[src/rtl/fu_join_pkg.sv]
// Shared definitions for the two-operand join buffer: mode encoding and defaults.
package fu_join_pkg;

  localparam int FU_JOIN_CFG_W     = 2;
  localparam int FU_JOIN_DEPTH_DEF = 2;

  typedef enum logic [FU_JOIN_CFG_W-1:0] {
    MODE_JOIN    = 2'd0,
    MODE_PASS0   = 2'd1,
    MODE_PASS1   = 2'd2,
    MODE_STICKY1 = 2'd3
  } fu_join_mode_e;

endpackage

[src/rtl/fu_join_fifo.sv]
// Small operand FIFO; DEPTH must be a power of two (pointers wrap naturally).
module fu_join_fifo #(
  parameter int size  = 32,
  parameter int DEPTH = 2
) (
  input  logic            clk,
  input  logic            rst_n,
  input  logic            push,
  input  logic [size-1:0] din,
  input  logic            pop,
  output logic [size-1:0] head,
  output logic            empty,
  output logic            full
);

  localparam int PTR_W = $clog2(DEPTH);
  localparam int CNT_W = $clog2(DEPTH + 1);

  logic [size-1:0]  mem [DEPTH];
  logic [PTR_W-1:0] rd_ptr;
  logic [PTR_W-1:0] wr_ptr;
  logic [CNT_W-1:0] count;
  logic             do_push;
  logic             do_pop;

  assign do_push = push && !full;
  assign do_pop  = pop && !empty;
  assign empty   = (count == '0);
  assign full    = (count == CNT_W'(DEPTH));
  assign head    = mem[rd_ptr];

  always_ff @(posedge clk or negedge rst_n) begin
    if (!rst_n) begin
      rd_ptr <= '0;
      wr_ptr <= '0;
      count  <= '0;
    end else begin
      if (do_push) wr_ptr <= wr_ptr + PTR_W'(1);
      if (do_pop)  rd_ptr <= rd_ptr + PTR_W'(1);
      case ({do_push, do_pop})
        2'b10:   count <= count + CNT_W'(1);
        2'b01:   count <= count - CNT_W'(1);
        default: count <= count;
      endcase
    end
  end

  // Storage carries data only, so it is left out of reset.
  always_ff @(posedge clk) begin
    if (do_push) mem[wr_ptr] <= din;
  end

endmodule

[src/rtl/fu_join2_2_1.sv]
// Operand join buffer in front of a two-input ALU cell: two operand FIFOs, mode-dependent
// fire logic, sticky in1 register and a registered output stage. Optional FU_JOIN_STATS_EN adds fire_cnt.
module fu_join2_2_1
  import fu_join_pkg::*;
#(
  parameter int size  = 32,
  parameter int DEPTH = FU_JOIN_DEPTH_DEF
) (
  input  logic                     clk,
  input  logic                     rst_n,
  input  logic [FU_JOIN_CFG_W-1:0] config_sig,
  input  logic [size-1:0]          in0,
  input  logic                     in0_valid,
  output logic                     in0_ready,
  input  logic [size-1:0]          in1,
  input  logic                     in1_valid,
  output logic                     in1_ready,
  output logic [size-1:0]          out0,
  output logic [size-1:0]          out1,
  output logic                     out_valid,
  input  logic                     out_ready
`ifdef FU_JOIN_STATS_EN
  ,
  output logic [15:0]              fire_cnt
`endif
);

  fu_join_mode_e          mode;
  logic [FU_JOIN_CFG_W-1:0] cfg_q;
  logic                   cfg_chg;
  logic [size-1:0]        head0;
  logic [size-1:0]        head1;
  logic                   empty0;
  logic                   empty1;
  logic                   full0;
  logic                   full1;
  logic                   pop0;
  logic                   pop1;
  logic                   fire;
  logic                   sticky_load;
  logic                   sticky_vld;
  logic [size-1:0]        sticky_q;
  logic                   slot_free;
  logic [size-1:0]        nxt0;
  logic [size-1:0]        nxt1;

  assign mode      = fu_join_mode_e'(config_sig);
  assign cfg_chg   = (config_sig != cfg_q);
  assign in0_ready = !full0;
  assign in1_ready = !full1;
  assign slot_free = !out_valid || out_ready;

  fu_join_fifo #(.size(size), .DEPTH(DEPTH)) u_fifo0 (
    .clk(clk), .rst_n(rst_n), .push(in0_valid && in0_ready), .din(in0),
    .pop(pop0), .head(head0), .empty(empty0), .full(full0)
  );

  fu_join_fifo #(.size(size), .DEPTH(DEPTH)) u_fifo1 (
    .clk(clk), .rst_n(rst_n), .push(in1_valid && in1_ready), .din(in1),
    .pop(pop1), .head(head1), .empty(empty1), .full(full1)
  );

  // Sticky capture is held off while a mode change is pending so a token is never
  // loaded into a register that is being cleared in the same cycle.
  always_comb begin
    fire        = 1'b0;
    pop0        = 1'b0;
    pop1        = 1'b0;
    sticky_load = 1'b0;
    nxt0        = '0;
    nxt1        = '0;
    case (mode)
      MODE_JOIN: begin
        if (!empty0 && !empty1 && slot_free) begin
          fire = 1'b1; pop0 = 1'b1; pop1 = 1'b1;
          nxt0 = head0; nxt1 = head1;
        end
      end
      MODE_PASS0: begin
        if (!empty0 && slot_free) begin
          fire = 1'b1; pop0 = 1'b1; nxt0 = head0;
        end
      end
      MODE_PASS1: begin
        if (!empty1 && slot_free) begin
          fire = 1'b1; pop1 = 1'b1; nxt1 = head1;
        end
      end
      default: begin
        if (!sticky_vld) begin
          if (!empty1 && !cfg_chg) begin
            sticky_load = 1'b1; pop1 = 1'b1;
          end
        end else if (!empty0 && slot_free) begin
          fire = 1'b1; pop0 = 1'b1;
          nxt0 = head0; nxt1 = sticky_q;
        end
      end
    endcase
  end

  always_ff @(posedge clk or negedge rst_n) begin
    if (!rst_n) begin
      cfg_q      <= '0;
      sticky_vld <= 1'b0;
      out_valid  <= 1'b0;
      out0       <= '0;
      out1       <= '0;
    end else begin
      cfg_q <= config_sig;
      if (cfg_chg)          sticky_vld <= 1'b0;
      else if (sticky_load) sticky_vld <= 1'b1;
      if (fire) begin
        out_valid <= 1'b1;
        out0      <= nxt0;
        out1      <= nxt1;
      end else if (out_ready) begin
        out_valid <= 1'b0;
      end
    end
  end

  always_ff @(posedge clk) begin
    if (sticky_load) sticky_q <= head1;
  end

`ifdef FU_JOIN_STATS_EN
  always_ff @(posedge clk or negedge rst_n) begin
    if (!rst_n)                          fire_cnt <= '0;
    else if (fire && fire_cnt != 16'hFFFF) fire_cnt <= fire_cnt + 16'd1;
  end
`endif

endmodule

[config.mk]
export PLATFORM = sky130hd
export DESIGN_NAME = fu_join2_2_1
export DESIGN_NICKNAME = d
export VERILOG_FILES = /design/src/rtl/fu_join_pkg.sv /design/src/rtl/fu_join_fifo.sv /design/src/rtl/fu_join2_2_1.sv
export SDC_FILE = /design/constraint.sdc
export NUM_CORES = 1
export LEC_CHECK = 0
export BUFFER_PORTS_ARGS = -buffer_cell sky130_fd_sc_hd__buf_2
export CAP_MARGIN = 5
export CORE_MARGIN = 4
export CORE_UTILIZATION = 25
export CTS_BUF_LIST = sky130_fd_sc_hd__clkbuf_8
export CTS_CLUSTER_SIZE = 25
export DETAILED_ROUTE_END_ITERATION = 8
export PLACE_DENSITY = 0.48
export SLEW_MARGIN = 20
export SYNTH_ARGS = -nofsm -noshare
export SYNTH_HDL_FRONTEND = slang
export SYNTH_SLANG_ARGS = --single-unit
[constraint.sdc]
create_clock -name clk -period 5.9 [get_ports clk]
set_input_delay 1.18 -clock clk [delete_from_list [all_inputs] [get_ports clk]]
set_output_delay 1.18 -clock clk [all_outputs]
set_load 0.01 [all_outputs]
==> flow_summary.json, run 1 <==
{
  "status": "finished clean",
  "insertion_delay_ns": 0.55,
  "crit_path_cell_trace": "buf_2 -> nor2b_1 -> or4_4 -> inv_1 -> ha_1 -> nor2_1 -> xor2_1",
  "numPortBuffers": 137,
  "grtUsageMet2_pct": 15.7,
  "syn_inst": 504,
  "stdcell_count": 1158,
  "period_minus_slack_ns": 2.57,
  "setup_ws_ns": 3.33,
  "first_iter_violations": 242,
  "cp-start-kind": "primary input",
  "cp_max_fo": 66,
  "netlist.area_leader.share_pct": 54.7,
  "htree_levels": 2,
  "nets": 740,
  "p_leak_nw": 4.34,
  "vias_per_cell": 4.17,
  "ir_drop_mv": 0.234,
  "max_slew_margin_pct": 28.9,
  "max_freq_mhz": 389,
  "synth_edf_count": 160,
  "ys_async_sr_fraction_pct": 32.2,
  "synthTopCellsByArea": "edfxtp_1, dfrtp_1, mux2_2",
  "die_y_um": 195,
  "yosysMostFrequentCell": "edfxtp_1",
  "cp_slowest_cell": "or4_4",
  "drt-total-wl_mm": 19.6,
  "dr.pass1.iters": 4,
  "die_x_um": 195,
  "cp-end-kind": "flop",
  "seq_area_frac_synth_pct": 76.4,
  "synth_area_um2": 8780,
  "cts_buffers": 45,
  "ctsResizeCount": 0,
  "antenna_found_initial": 3,
  "wire_per_inst_um": 16.9,
  "dp_cells": 1075,
  "tns_ns": 0,
  "tightest_slew_ns": 1.07,
  "drive_above_1_share_pct": 37.0,
  "synthesis.nets": 577,
  "post_cts_buffers": 0,
  "clk_pin_slew_ns": 0.06,
  "finClkSkew_ns": 0.0213,
  "use_met3_pct": 3.11,
  "synth_flop_cell": "edfxtp_1",
  "cts.sinks": 236,
  "maxSlewViolCount": 0,
  "grt_pass1_wl_mm": 30.4,
  "grt_max_degree": 67,
  "min_path_type": "reg2reg",
  "slowest_delay_ns": 0.67,
  "cp.arrival_ns": 3.04,
  "rsz0062_at_grt": "no",
  "crit_type": "in2reg",
  "hold_buffers": 0,
  "vias": 4831,
  "hold_viol": 0,
  "max-cap-violations": 0,
  "cts_tree": "done",
  "grtUsageTotal_pct": 10.1,
  "start_util_pct": 25.3,
  "overflow": 0,
  "dpl_worst_slack_ns": 2.75,
  "die_area_um2": 38200,
  "yosysWarnings": 0,
  "top_usage_layer": "met2",
  "setup_viol": 0,
  "gr-usage-met1_pct": 13.7,
  "ios": 138,
  "synth.distinct_cells": 29,
  "antenna_cells": 0,
  "rows": 68,
  "cts-root-buf": "clkbuf_8",
  "syn_area_per_cell_um2": 17.4,
  "synthTopCellsByCount": "edfxtp_1, dfrtp_1, nor2_1",
  "drc_errors": 0,
  "ys_seq_elements": 236,
  "netlist.top_cell.by_area": "edfxtp_1",
  "p_per_area_nw_per_um2": 506,
  "clockBufferDepth": 3,
  "gp_congestion": 0.682,
  "ant_nets": 0,
  "crit_required_ns": 6.37,
  "final.period_utilization_pct": 43.5,
  "dp_hpwl_mm": 11.7,
  "area_delta_synth_final_pct": 24.5,
  "design.core.area_um2": 34600,
  "grt_pass1_vias": 5149
}
[power by group]
part | internal [mW] | total [mW] | switching (mW)
clock | 0.950 | 1.64 | 0.694
combinational | 0.625 | 1.30 | 0.675
sequential | 2.28 | 2.59 | 0.311
total | 3.85 | 5.53 | 1.68
[worst max-delay path, delay by kind of cell]
kind	cells	cell delay, ns
buffers and inverters	2	0.21
xor gates and xnor gates	1	0.15
and+or+nand+nor	3	1.15
adders and majority gates	1	0.35
[cells by family after synthesis]
| group | count (synthesis) | share of synthesized area, % |
|---|---|---|
| DFF | 236 | 76.4 |
| and+or+nand+nor | 92 | 5.37 |
| AOI/OAI and AO/OA | 69 | 7.21 |
| muxes | 64 | 7.76 |
| buffers and inverters | 29 | 1.75 |
| xor gates and xnor gates | 12 | 1.20 |
| adders and majority gates | 2 | 0.285 |
[per-layer routing]
metal	part of all wire [%]	vias up
met1	46	2367
met4	1.7	4
met5	0.14	-
li1	-	2267
met2	45	161
met3	6.4	32
[registers in the layout, summed over array words and instances (netlist names), 2 cells and up]
name / flops
cfg_q: 2
out0: 32
out1: 32
sticky_q: 32
u_fifo0.count: 2
u_fifo0.mem: 64
u_fifo1.count: 2
u_fifo1.mem: 64
[stage by stage]
step	power (mW)	hold WS, ns	area [um^2]	utilization [%]
after floorplan	3.44	0.456	8780	-
after global placement	3.95	0.459	9970	28.8
after detailed placement	3.97	0.465	9970	28.8
after CTS	5.66	0.475	10900	31.6
after global routing	5.90	0.493	10900	31.6
final	5.53	0.471	10900	31.6
[cells in the final DEF (no fill, tap or decap), types with 9 or more instances in the layout]
cell type,n
edfxtp_1,160
nor2b_1,34
mux2i_1,32
clkbuf_8,56
clkinv_2,12
dfrtp_1,74
xnor2_1,9
nor2_1,39
inv_1,11
a221o_1,32
mux2_2,32
a31o_1,32
buf_2,136
[worst paths after layout]
kind	from	endpoint	slack [ns]	cells after the start
max	out_ready	u_fifo0.count[1]	3.33	7
min	sticky_q[30]	out1[30]	0.47	1
max reg2reg	u_fifo1.count[0]	u_fifo1.count[1]	3.69	7
min reg2reg	sticky_q[30]	out1[30]	0.47	1
max in group asynchronous	rst_n	out1[19]	4.32	2
min in group asynchronous	rst_n	out0[2]	0.60	1
[layout make-up]
type | instances | area (um^2)
Sequential cell | 236 | 6710
Timing Repair Buffer | 143 | 733
Clock inverter | 27 | 184
Multi-Input combinational cell | 239 | 1960
Fill cell | 3422 | 23700
Inverter | 2 | 7.51
Clock buffer | 56 | 771
Tap cell | 455 | 569
No activity file was read; power rests on OpenSTA's default activity.
==> run 2: changes to the inputs <==
- ABC_AREA: unset -> 1
- PLACE_DENSITY: 0.48 -> 0.49
- clock period: 5.9 -> 2.27 ns (I/O delays scaled with it)
==> run 2 against run 1 <==
Compared with the run above:
- sequential share of layout area decreased by 3.6 points
- register-to-register slack got worse by 3.3 ns
- clock skew decreased by 0.0052 ns
- via count increased by 30%
- largest cell class unchanged
==> flow_summary.json, run 2 <==
{
  "final.period_utilization_pct": 85.4,
  "layout_common_cells": "nor2_1, edfxtp_1, buf_2",
  "yosysWarnings": 0,
  "synth_edf_count": 160,
  "synth_area_um2": 9420,
  "design.core.area_um2": 36900,
  "maxSlewViolCount": 0,
  "placed_cell_area_um2": 10800,
  "insertion_delay_ns": 0.55,
  "setup_viol": 0,
  "syn_inst": 828,
  "route.met3.wl_mm": 1.02,
  "r2r-end": "out1[6]",
  "min_path_type": "in2reg",
  "max-cap-violations": 0,
  "holdPathEnd": "cfg_q[1]",
  "htree_levels": 2,
  "postLayoutCoreUtil_pct": 31.5,
  "dp_cells": 1443,
  "start_util_pct": 25.5,
  "grt_pass1_vias": 6376,
  "drc_errors": 0,
  "mostFrequentLayoutCell": "nor2_1",
  "synthTopCellsByCount": "nor2_1, edfxtp_1, nand2_1",
  "crit_type": "reg2out",
  "synth_flop_cell": "edfxtp_1",
  "cts-root-buf": "clkbuf_8",
  "top_regs": "u_fifo0.mem (64), u_fifo1.mem (64)",
  "grtUsageTotal_pct": 11.6,
  "rows": 70,
  "dr.pass1.iters": 4,
  "cts.sinks": 236,
  "crit_required_ns": 1.82,
  "wl_met1_mm": 11.0,
  "ys_async_sr_fraction_pct": 32.2,
  "ant_nets": 0,
  "cts_tree": "done",
  "fin_total_pwr_mw": 14.8,
  "cp_max_fo": 5,
  "grt_pass1_wl_mm": 37.3,
  "antenna_found_initial": 4,
  "netlist.top_cell.by_area": "edfxtp_1",
  "p_per_area_nw_per_um2": 1280,
  "max_slew_margin_pct": 53.9,
  "post_cts_buffers": 0,
  "grt_max_degree": 76,
  "ys_seq_elements": 236,
  "rsz0062_at_grt": "no",
  "syn_area_per_cell_um2": 11.4,
  "area_delta_synth_final_pct": 23.2,
  "cts_buffers": 45,
  "stdcell_count": 1527,
  "highest_layer": "met5",
  "ff2ff_path_depth": 5,
  "tns_ns": 0,
  "cp-end-kind": "output port",
  "seq_area_frac_synth_pct": 71.2,
  "drive_above_1_share_pct": 24.4,
  "rrSetupSlack_ns": 0.39,
  "hold_viol": 0,
  "period_minus_slack_ns": 1.94,
  "cp-start-kind": "flop",
  "drt-total-wl_mm": 24.3,
  "clk_pin_slew_ns": 0.06,
  "numPortBuffers": 137,
  "tightest_slew_ns": 0.691,
  "vias_per_cell": 4.10,
  "met2_length_mm": 11.6,
  "die_y_um": 202,
  "synthesis.nets": 901,
  "hp-start": "config_sig[1]",
  "die_x_um": 202,
  "nets": 1060,
  "reg2reg_from": "u_fifo1.rd_ptr",
  "wire_per_inst_um": 15.9,
  "dp_hpwl_mm": 14.4,
  "finalInstanceArea_um2": 11600,
  "status": "finished clean",
  "vias": 6258,
  "ios": 138,
  "gp_congestion": 0.695,
  "die_area_um2": 40900,
  "p_leak_nw": 5.16,
  "yosysMostFrequentCell": "nor2_1",
  "clockBufferDepth": 3,
  "ir_drop_mv": 0.718,
  "max_freq_mhz": 516,
  "finClkSkew_ns": 0.0161,
  "netlist.area_leader.share_pct": 51.0,
  "min_path_cells": 1,
  "synthTopCellsByArea": "edfxtp_1, dfrtp_1, nor2_1",
  "cp.arrival_ns": 1.49,
  "overflow": 0,
  "first_iter_violations": 286,
  "synth.distinct_cells": 29
}
[run 2: power breakdown]
part | switching [mW] | internal [mW]
sequential | 0.566 | 5.97
combinational | 2.86 | 1.57
clock | 1.77 | 2.08
[run 2: worst max-delay path by stage]
| stage | depth (start not counted) | slack, ns | start | end |
|---|---|---|---|---|
| detailed placement | 5 | 0.30 | u_fifo1.rd_ptr | out1[15] |
| floorplan | 4 | 0.28 | u_fifo1.count[1] | u_fifo1.mem[1][0] |
| finish | 2 | 0.33 | u_fifo1.count[0] | in1_ready |
| CTS | 2 | 0.27 | u_fifo1.count[0] | in1_ready |
| global route | 5 | 0.13 | u_fifo1.rd_ptr | out1[3] |
| global placement | 5 | 0.32 | u_fifo1.rd_ptr | out1[15] |
[run 2: routing by layer]
metal | global-route usage (%) | vias to the layer above
met5 | 0 | -
met4 | 4.00 | 6
met3 | 2.89 | 54
met2 | 19.2 | 125
met1 | 14.9 | 2993
li1 | - | 3080
[run 2: cell type report]
type                    count  area [um^2]
fillers                  3815        25300
flip-flops and latches    236         6710
multi-input cells         470         2200
repair buffers            155          938
clock buffers              49          674
well taps                 504          631
inverters                  79          297
clock inverters            33          156
diodes                      1         2.50
[run 2: critical path, cell delays in order, from the launching register on]
cell     delay (ns)
dfrtp_1        0.44
or2_2          0.35
buf_2          0.15
[run 2: cells by family after synthesis]
logic type                 after synthesis  share of synthesized area [%]
DFF                                    236                           71.2
AOI/OAI and AO/OA                       39                           2.10
buffers and inverters                  122                           5.87
adders and majority gates                2                          0.266
xor gates and xnor gates                 4                          0.372
and+or+nand+nor                        425                           20.2
[run 2: repair_timing]
| action | in CTS | in global routing |
|---|---|---|
| hold buffers | 1 | 0 |
| hold endpoints to repair | 26 | 0 |
| resized for setup | 0 | 0 |
[run 2: through the flow]
step | worst slack [ns] | hold slack (ns)
after global placement | 0.322 | 0.442
after global routing | 0.133 | 0.0378
after detailed placement | 0.304 | 0.431
after CTS | 0.269 | 0.0191
after floorplan | 0.277 | 0.158
final | 0.330 | 0.0727
==> run 3: changes to the inputs <==
- PLACE_DENSITY: 0.49 -> 0.48
- SYNTH_HIERARCHICAL: unset -> 1
==> run 3 against run 2 <==
Compared with the run above:
- utilization is 0.37 points lower
- global-route usage is 0.050 points higher
- final area is 9.4% higher
- non-clock buffer count is 20 higher
- synthesized area is 9.6% higher
- clock power is 7.8% higher
- clock skew is 0.0035 ns higher
- flip-flop and latch count stayed put
- count of clock-buffer cells in the layout is 5 higher
- via count is 7.1% higher
- critical path type is now reg2reg
- largest power group unchanged
==> flow_summary.json, run 3 <==
{
  "synthesis.nets": 960,
  "dp_hpwl_mm": 15.8,
  "fill_cells": 4180,
  "dr.pass1.iters": 4,
  "mostFrequentLayoutCell": "nand2_1",
  "period_minus_slack_ns": 2.01,
  "max_slew_margin_pct": 65.0,
  "cp-end-kind": "flop",
  "antenna_found_initial": 1,
  "synth.distinct_cells": 27,
  "synthTopCellsByArea": "edfxtp_1, dfrtp_1, nand2_1",
  "postLayoutCoreUtil_pct": 31.1,
  "drive_above_1_share_pct": 32.9,
  "p_per_area_nw_per_um2": 1270,
  "htree_levels": 2,
  "grt_pass1_wl_mm": 40.1,
  "grt_pass1_vias": 6892,
  "ir_drop_mv": 0.631,
  "clk_pin_slew_ns": 0.06,
  "grtUsageTotal_pct": 11.7,
  "first_iter_violations": 329,
  "design.core.area_um2": 40800,
  "ys_seq_elements": 236,
  "ctsResizeCount": 0,
  "crit_required_ns": 2.72,
  "insertion_delay_ns": 0.57,
  "clockBufferDepth": 3,
  "hold_viol": 0,
  "cts_buffers": 45,
  "ant_nets": 0,
  "cp-start-kind": "flop",
  "drc_errors": 0,
  "multi_input_area_um2": 2880,
  "vias": 6700,
  "setup_viol": 0,
  "cp.arrival_ns": 2.46,
  "max_freq_mhz": 498,
  "top_regs": "u_fifo0/mem (64), u_fifo1/mem (64)",
  "numPortBuffers": 137,
  "crit_type": "reg2reg",
  "rows": 74,
  "cts_tree": "done",
  "rsz0062_at_grt": "no",
  "tns_ns": 0,
  "min_path_type": "in2reg",
  "die_y_um": 211,
  "synthTopCellsByCount": "nand2_1, edfxtp_1, inv_1",
  "wire_per_inst_um": 15.8,
  "ios": 138,
  "syn_inst": 887,
  "synth_area_um2": 10300,
  "vias_per_cell": 4.11,
  "synth_edf_count": 160,
  "die_area_um2": 44600,
  "nets": 1134,
  "synth_flop_cell": "edfxtp_1",
  "final.period_utilization_pct": 88.5,
  "yosysMostFrequentCell": "nand2_1",
  "post_cts_buffers": 0,
  "die_x_um": 211,
  "max-cap-violations": 0,
  "hold_buffers": 19,
  "cts.sinks": 236,
  "tightest_slew_ns": 0.526,
  "status": "finished clean",
  "syn_area_per_cell_um2": 11.6,
  "ys_async_sr_fraction_pct": 32.2,
  "grt_max_degree": 98,
  "seq_area_frac_synth_pct": 65.0,
  "overflow": 0,
  "yosysWarnings": 6,
  "gp_congestion": 0.758,
  "cts-root-buf": "clkbuf_8",
  "finClkSkew_ns": 0.0196,
  "layout_common_cells": "nand2_1, edfxtp_1, buf_2",
  "netlist.area_leader.share_pct": 46.6,
  "cp_max_fo": 5,
  "seq_area_um2": 6710,
  "drt-total-wl_mm": 25.8,
  "p_leak_nw": 5.80,
  "netlist.top_cell.by_area": "edfxtp_1",
  "area_delta_synth_final_pct": 23.1,
  "start_util_pct": 25.3,
  "maxSlewViolCount": 0
}
## run 3: worst max-delay path, cell delays in order (launching register included)
cell,delay [ns]
dfrtp_1,0.46
inv_2,0.06
nand2_2,0.09
inv_1,0.06
inv_1,0.06
nand4_1,0.17
o21ai_0,0.32
nand2_2,0.09
inv_1,0.07
ha_1,0.24
inv_1,0.09
nand3_1,0.07
nand2_1,0.06
nand2_1,0.04
## run 3: metal layers
metal  vias up  share of wire (%)  track usage, %
met5         -                  0               0
met4         0                2.3            3.38
met3        53                5.9            3.51
met2       152                 46            18.4
met1      3208                 46            15.6
li1       3287                  -               -
## run 3: kinds of logic after synthesis
group | after synthesis | synth area share [%]
AND/OR/NAND/NOR | 497 | 26.4
XOR/XNOR | 4 | 0.339
AO/OA/AOI/OAI | 6 | 0.473
flip-flops | 236 | 65.0
buffers and inverters | 142 | 7.55
adder cells (fa/ha/maj) | 2 | 0.242
## run 3: final cells by class
cell class | instances | share of cell area, %
Clock buffer | 54 | 5.85
Clock inverter | 29 | 1.33
Multi-Input combinational cell | 509 | 22.7
Sequential cell | 236 | 52.8
Tap cell | 532 | 5.24
Timing Repair Buffer | 175 | 9.12
Inverter | 94 | 2.90
Antenna cell | 2 | 0.0394
## run 3: report_power, final
part	internal [mW]	switching (mW)
logic	1.80	3.52
registers	5.96	0.639
clock network	2.37	1.79
## run 3: path summary, 6_finish.rpt
| kind | slack, ns | startpoint | to | depth (start not counted) |
|---|---|---|---|---|
| setup / recovery | 0.26 | u_fifo1/count[0] | u_fifo1/count[1] | 13 |
| hold / removal | 0.08 | in0[14] | u_fifo0/mem[1][14] | 1 |
| setup reg to reg | 0.26 | u_fifo1/count[0] | u_fifo1/count[1] | 13 |
| hold reg to reg | 0.47 | u_fifo0/count[1] | u_fifo0/count[1] | 2 |
| max in group asynchronous | 1.17 | rst_n | out0[26] | 3 |
| min in group asynchronous | 0.38 | rst_n | out1[8] | 2 |
## run 3: stage by stage
step | setup WS [ns] | cells | hold slack, ns | power [mW] | cell area (um^2)
2_1_floorplan | 0.176 | 887 | 0.158 | 10.5 | 10300
3_3_place_gp | 0.315 | 1527 | 0.454 | 12.1 | 11600
3_5_place_dp | 0.285 | 1527 | 0.452 | 12.1 | 11600
4_1_cts | 0.249 | 1629 | 0.000118 | 16.5 | 12700
5_1_grt | 0.0898 | 1630 | 0.0113 | 17.3 | 12700
6_report | 0.260 | 1631 | 0.0771 | 16.1 | 12700
